$ cat src/rtl/score_bcd.sv
// rtl/score_bcd.sv - binary score to saturating BCD converter (shift/add-3)
module score_bcd #(
    parameter int WIDTH  = 24,
    parameter int DIGITS = 3
) (
    input  logic             Clk,
    input  logic             Reset,
    input  logic [WIDTH-1:0] score,
    input  logic             start,
    input  logic             auto_en,
    output logic             busy,
    output logic             done,
    output logic             ovf,
    output logic [3:0]       digits [0:DIGITS-1]
);

    localparam int AW = DIGITS * 4;
    localparam int CW = $clog2(WIDTH + 1);

    function automatic logic [63:0] pow10(input int n);
        logic [63:0] r;
        r = 64'd1;
        for (int i = 0; i < n; i++) r = r * 64'd10;
        return r;
    endfunction

    localparam logic [63:0]      LIMIT = pow10(DIGITS);
    localparam logic [WIDTH-1:0] CLAMP = WIDTH'(LIMIT - 64'd1);
    localparam logic [CW-1:0]    LAST  = CW'(WIDTH - 1);

    typedef enum logic [1:0] {IDLE, LOAD, SHIFT, DONE} state_t;

    state_t           state_q, state_d;
    logic [WIDTH-1:0] last_score_q, last_score_d;
    logic [WIDTH-1:0] sr_q, sr_d;
    logic [AW-1:0]    acc_q, acc_d;
    logic [CW-1:0]    cnt_q, cnt_d;
    logic [AW-1:0]    digits_q, digits_d;
    logic             ovf_q, ovf_d;
    logic             ovf_next_q, ovf_next_d;
    logic             done_q, done_d;

    logic             over;
    logic             trigger;
    logic [AW-1:0]    acc_adj;
    logic [AW-1:0]    acc_sh;
    logic [WIDTH-1:0] sr_sh;

    assign over    = 64'(score) >= LIMIT;
    assign trigger = start | (auto_en & (score != last_score_q));

    // Operand is clamped below 10^DIGITS, so no nibble ever leaves 0..9.
    always_comb begin
        acc_adj = acc_q;
        for (int i = 0; i < DIGITS; i++) begin
            if (acc_q[i*4 +: 4] >= 4'd5) acc_adj[i*4 +: 4] = acc_q[i*4 +: 4] + 4'd3;
        end
        acc_sh = {acc_adj[AW-2:0], sr_q[WIDTH-1]};
        sr_sh  = {sr_q[WIDTH-2:0], 1'b0};
    end

    always_comb begin
        state_d      = state_q;
        last_score_d = last_score_q;
        sr_d         = sr_q;
        acc_d        = acc_q;
        cnt_d        = cnt_q;
        digits_d     = digits_q;
        ovf_d        = ovf_q;
        ovf_next_d   = ovf_next_q;
        done_d       = 1'b0;
        unique case (state_q)
            IDLE: begin
                if (trigger) state_d = LOAD;
            end
            LOAD: begin
                last_score_d = score;
                sr_d         = over ? CLAMP : score;
                ovf_next_d   = over;
                acc_d        = '0;
                cnt_d        = '0;
                state_d      = SHIFT;
            end
            SHIFT: begin
                acc_d = acc_sh;
                sr_d  = sr_sh;
                cnt_d = cnt_q + 1'b1;
                if (cnt_q == LAST) begin
                    digits_d = acc_sh;
                    ovf_d    = ovf_next_q;
                    done_d   = 1'b1;
                    state_d  = DONE;
                end
            end
            DONE: begin
                state_d = IDLE;
            end
            default: state_d = IDLE;
        endcase
    end

    always_ff @(posedge Clk) begin
        if (Reset) begin
            state_q      <= IDLE;
            last_score_q <= '0;
            sr_q         <= '0;
            acc_q        <= '0;
            cnt_q        <= '0;
            digits_q     <= '0;
            ovf_q        <= 1'b0;
            ovf_next_q   <= 1'b0;
            done_q       <= 1'b0;
        end else begin
            state_q      <= state_d;
            last_score_q <= last_score_d;
            sr_q         <= sr_d;
            acc_q        <= acc_d;
            cnt_q        <= cnt_d;
            digits_q     <= digits_d;
            ovf_q        <= ovf_d;
            ovf_next_q   <= ovf_next_d;
            done_q       <= done_d;
        end
    end

    assign busy = (state_q != IDLE);
    assign done = done_q;
    assign ovf  = ovf_q;

    always_comb begin
        for (int i = 0; i < DIGITS; i++) digits[i] = digits_q[(DIGITS-1-i)*4 +: 4];
    end

endmodule

$ cat config.mk
export PLATFORM = sky130hd
export DESIGN_NAME = score_bcd
export DESIGN_NICKNAME = d
export VERILOG_FILES = /design/src/rtl/score_bcd.sv
export SDC_FILE = /design/constraint.sdc
export NUM_CORES = 1
export LEC_CHECK = 0
export BUFFER_PORTS_ARGS = -buffer_cell sky130_fd_sc_hd__buf_4
export CORE_MARGIN = 10
export CORE_UTILIZATION = 60
export CTS_CLUSTER_DIAMETER = 50
export CTS_CLUSTER_SIZE = 8
export DETAILED_ROUTE_END_ITERATION = 6
export GPL_ROUTABILITY_DRIVEN = 0
export PLACE_DENSITY = 0.78
export RECOVER_POWER = 25
export SYNTH_ARGS = -nofsm -noshare
export SYNTH_HDL_FRONTEND = slang
export SYNTH_SLANG_ARGS = --single-unit
$ cat constraint.sdc
create_clock -name Clk -period 4.96 [get_ports Clk]
set_input_delay 0.992 -clock Clk [delete_from_list [all_inputs] [get_ports Clk]]
set_output_delay 0.992 -clock Clk [all_outputs]
set_load 0.01 [all_outputs]
==> flow_summary.yaml <==
global_routing:
  grt_remaining_overflow: 0
  wire_length_of_the_first_global_routing_pass_um: 12840
  grt_start_max_net_pins: 82
  via_count_of_the_first_global_routing_pass: 2793
  grt_util_all_layers_pct: 15.40
  antenna_found_initial: 0
routing:
  drt_pass1_iterations: 4
  route.detailed.vias_per_inst: 5.595
  total_number_of_vias: 2954
  routed_wirelength_um: 7676
  drt_iter0_drc: 108
  antenna_violating_nets_post_route: 0
  wl_per_cell_um: 14.54
  drt_drc_violations_left: 0
worst_hold_path:
  hold_path.class: "reg -> reg"
  timing.hold.worst.start: "digits[5]$_SDFFE_PP0P_"
  hold-path-cell-count: 2
  worstHoldEndpoint: "digits[5]$_SDFFE_PP0P_"
critical_path:
  crit_chain: "buf_4, nor4_2, nand4_1, o21bai_4, or3b_1, a311oi_2"
  worst_path_fanout_max: 6
  crit_path_start_kind: "input port"
  timing.rr.start: "state_q[0]$_SDFFE_PP0P_"
  r2r_end: "acc_q[3]$_SDFFE_PP0P_"
  crit_family: "simple AND/OR/NAND/NOR gates"
  worstPathArrival_ns: 2.61
  ff2ff_setup_slack_ns: 2.69
  required_ns: 5.22
  timing.critical_path.buf_inv: 1
  critical_path.max_stage_delay_ns: 0.37
  rr_worst_depth: 6
  worst_path_max_delay_cell: "sky130_fd_sc_hd__or3b_1"
  critical_path_class: "in -> reg"
  cp-end-kind: "flip-flop"
outcome:
  outcome: "finished, final reports clean"
sta:
  finalSetupViolations: 0
  slew_viol_final: 0
  maxClockFrequency_mhz: 425.0
  worst_clock_skew_ns: 0.008818
  fin_crit_ns: 2.353
  tightestPinTransition_ns: 0.9968
  timing.final.hold_violations: 0
  fin_setup_tns_ns: 0
  period_share_pct: 47.44
  unrepaired_setup_endpoints_after_global_routing: "no"
  max-slew-margin-rel_pct: 33.55
  hold_slack_ns: 0.4565
logic_synthesis:
  syn-mean-instance-area_um2: 9.068
  synth_top_area_cell: "sky130_fd_sc_hd__dfxtp_1"
  post_synth_xor_xnor_area_pct: 6.899
  syn-cell-area_um2: 3809
  synthSimpleGateAreaFrac_pct: 21.12
  synth_adder_area_share_pct: 3.285
  ys_seq_elements: 82
  area_share_of_the_leading_cell_type_in_the_synthesized_netlist_pct: 43.10
  synth_nets: 458
  synth.top_cells.by_area: "sky130_fd_sc_hd__dfxtp_1 (43%), sky130_fd_sc_hd__mux2i_1 (7.6%), sky130_fd_sc_hd__nand2b_1 (6.2%)"
  synth_compound_gate_area_share_pct: 12.88
  multiplexer_share_of_the_synthesized_area_pct: 7.622
  largest_family_of_logic_cells_by_synthesized_area: "simple AND/OR/NAND/NOR gates"
  yosys.cell_types.count: 39
  syn_inst: 420
  yosysWarnings: 0
  synth_sequential_area_ratio_pct: 43.10
floorplanning:
  floorplan.die.width_um: 99.67
  floorplan.die_area_um2: 9934
  coreArea_um2: 6026
  start_util_pct: 63.21
  die_height_um: 99.67
  std_cell_rows: 28
  design.portCount: 43
placement:
  post-dp-hpwl_um: 5260
  place.port_buffers: 42
  dpl_cell_area_um2: 4084
clock_network:
  max-clock-path-buffers: 2
  tritoncts_num_sinks: 82
  h-tree-depth: 3
  post_cts_buffers: 0
  postCtsHoldBufs: 0
  cts_buffers: 9
  clkLatencyLatePin_ns: 0.35
  cts_root_buf: "sky130_fd_sc_hd__clkbuf_8"
  clk_transition_reported_paths_ns: 0.09
  post_cts_resize_count: 0
  cts_tree: "done"
finish:
  final_common_cell: "sky130_fd_sc_hd__dfxtp_1"
  area_growth_pct: 12.12
  antenna_cells_inserted: 0
  fraction_of_layout_cells_with_a_size_suffix_above_1_pct: 14.13
  nets: 486
  layout.cells.most_common_list: "sky130_fd_sc_hd__dfxtp_1 (82), sky130_fd_sc_hd__nor2_1 (47), sky130_fd_sc_hd__buf_4 (45)"
  final_cell_area_um2: 4270
  filler_cell_count: 483
power:
  power.total_w: 0.001947
  cellPowerDensity_nw_per_um2: 455.8
  vdd.ir_drop.worst_uv: 359.8
  power_leakage_nw: 1.547
job:
  cap_violations: 0
[cell type report]
type	count	area, um^2	area share (%)
Timing Repair Buffer	45	337.8	7.911
Sequential cell	82	1642	38.44
Clock inverter	5	55.05	1.289
Tap cell	75	93.84	2.197
Clock buffer	11	131.4	3.076
Inverter	10	37.54	0.8790
Multi-Input combinational cell	300	1973	46.21
[layer usage]
| layer | global-route usage (%) | vias to the layer above | share of wire [%] | wire (um) |
|---|---|---|---|---|
| li1 | - | 1502 | - | - |
| met1 | 19.02 | 1396 | 45 | 3491 |
| met2 | 25.09 | 43 | 49 | 3769 |
| met3 | 2.976 | 13 | 4.1 | 316 |
| met4 | 7.277 | 0 | 1.3 | 98 |
| met5 | 0 | - | 0 | 0 |
[sequential cells by signal (all words and copies together) (netlist names)]
| name | cells |
|---|---|
| last_score_q | 24 |
| sr_q | 24 |
| acc_q | 12 |
| digits | 12 |
| cnt_q | 5 |
| state_q | 2 |
| done | 1 |
| ovf | 1 |
| ovf_next_q | 1 |
[cells in the mapped netlist]
master,number
sky130_fd_sc_hd__a31o_2,1
sky130_fd_sc_hd__clkbuf_1,20
sky130_fd_sc_hd__buf_2,2
sky130_fd_sc_hd__nand3b_1,1
sky130_fd_sc_hd__nor4_1,3
sky130_fd_sc_hd__a211oi_1,5
sky130_fd_sc_hd__nor3_1,5
sky130_fd_sc_hd__nor2b_1,5
sky130_fd_sc_hd__ha_1,10
sky130_fd_sc_hd__a21oi_1,40
sky130_fd_sc_hd__buf_4,1
sky130_fd_sc_hd__inv_1,10
sky130_fd_sc_hd__and4b_1,1
sky130_fd_sc_hd__o22ai_1,3
sky130_fd_sc_hd__nor4_2,1
sky130_fd_sc_hd__a32oi_1,3
sky130_fd_sc_hd__nand4_1,8
sky130_fd_sc_hd__a311oi_2,2
sky130_fd_sc_hd__o311ai_0,7
sky130_fd_sc_hd__a21o_1,1
sky130_fd_sc_hd__o21ai_0,3
sky130_fd_sc_hd__nor2_1,47
sky130_fd_sc_hd__nor3b_1,5
sky130_fd_sc_hd__clkbuf_8,3
sky130_fd_sc_hd__mux2i_1,29
sky130_fd_sc_hd__o21bai_4,1
sky130_fd_sc_hd__and2_1,2
sky130_fd_sc_hd__a2bb2oi_1,3
sky130_fd_sc_hd__o31ai_1,3
sky130_fd_sc_hd__a221oi_1,1
sky130_fd_sc_hd__nand2_1,22
sky130_fd_sc_hd__buf_6,2
sky130_fd_sc_hd__xnor2_1,24
sky130_fd_sc_hd__dfxtp_1,82
sky130_fd_sc_hd__or3b_1,2
sky130_fd_sc_hd__nand2b_1,38
sky130_fd_sc_hd__xor2_1,6
sky130_fd_sc_hd__nand3_1,17
sky130_fd_sc_hd__o32ai_1,1
[cell families after synthesis]
logic type               after synthesis
XOR/XNOR                              30
multiplexers                          29
adder cells (fa/ha/maj)               10
buffers and inverters                 38
flip-flops                            82
AND/OR/NAND/NOR                      157
AO/OA/AOI/OAI                         74
[worst max-delay path by stage]
| stage | depth (start not counted) | endpoint | from | slack (ns) |
|---|---|---|---|---|
| after global placement | 6 | sr_q[3]$_SDFFE_PP0P_ | score[23] | 2.29 |
| after global routing | 6 | acc_q[7]$_SDFFE_PP0P_ | state_q[1]$_SDFFE_PP0P_ | 2.38 |
| after floorplan | 5 | sr_q[3]$_SDFFE_PP0P_ | score[19] | 2.65 |
| after CTS | 6 | sr_q[3]$_SDFFE_PP0P_ | score[23] | 2.62 |
| after detailed placement | 6 | sr_q[3]$_SDFFE_PP0P_ | score[23] | 2.25 |
| final | 6 | sr_q[3]$_SDFFE_PP0P_ | score[23] | 2.61 |
[stage by stage]
| step | cells | setup slack, ns | util (%) |
|---|---|---|---|
| 6_report | 528 | 2.607 | 70.87 |
| 4_1_cts | 528 | 2.622 | 70.87 |
| 3_3_place_gp | 512 | 2.292 | 67.77 |
| 2_1_floorplan | 420 | 2.648 | - |
| 3_5_place_dp | 512 | 2.247 | 67.77 |
| 5_1_grt | 528 | 2.378 | 70.87 |
[where the power goes]
group | internal (W) | switching [W] | leakage [nW]
Sequential | 0.000746 | 0.0000495 | 0.666
Combinational | 0.000307 | 0.000374 | 0.792
Clock | 0.000231 | 0.000239 | 0.0893
Total | 0.00128 | 0.000663 | 1.55
[worst min-delay path, cell delays in order (launching register included)]
cell                      delay [ns]
sky130_fd_sc_hd__dfxtp_1        0.32
sky130_fd_sc_hd__nand2_1        0.05
sky130_fd_sc_hd__a21oi_1        0.05
Power figures use the tool's default switching activity.
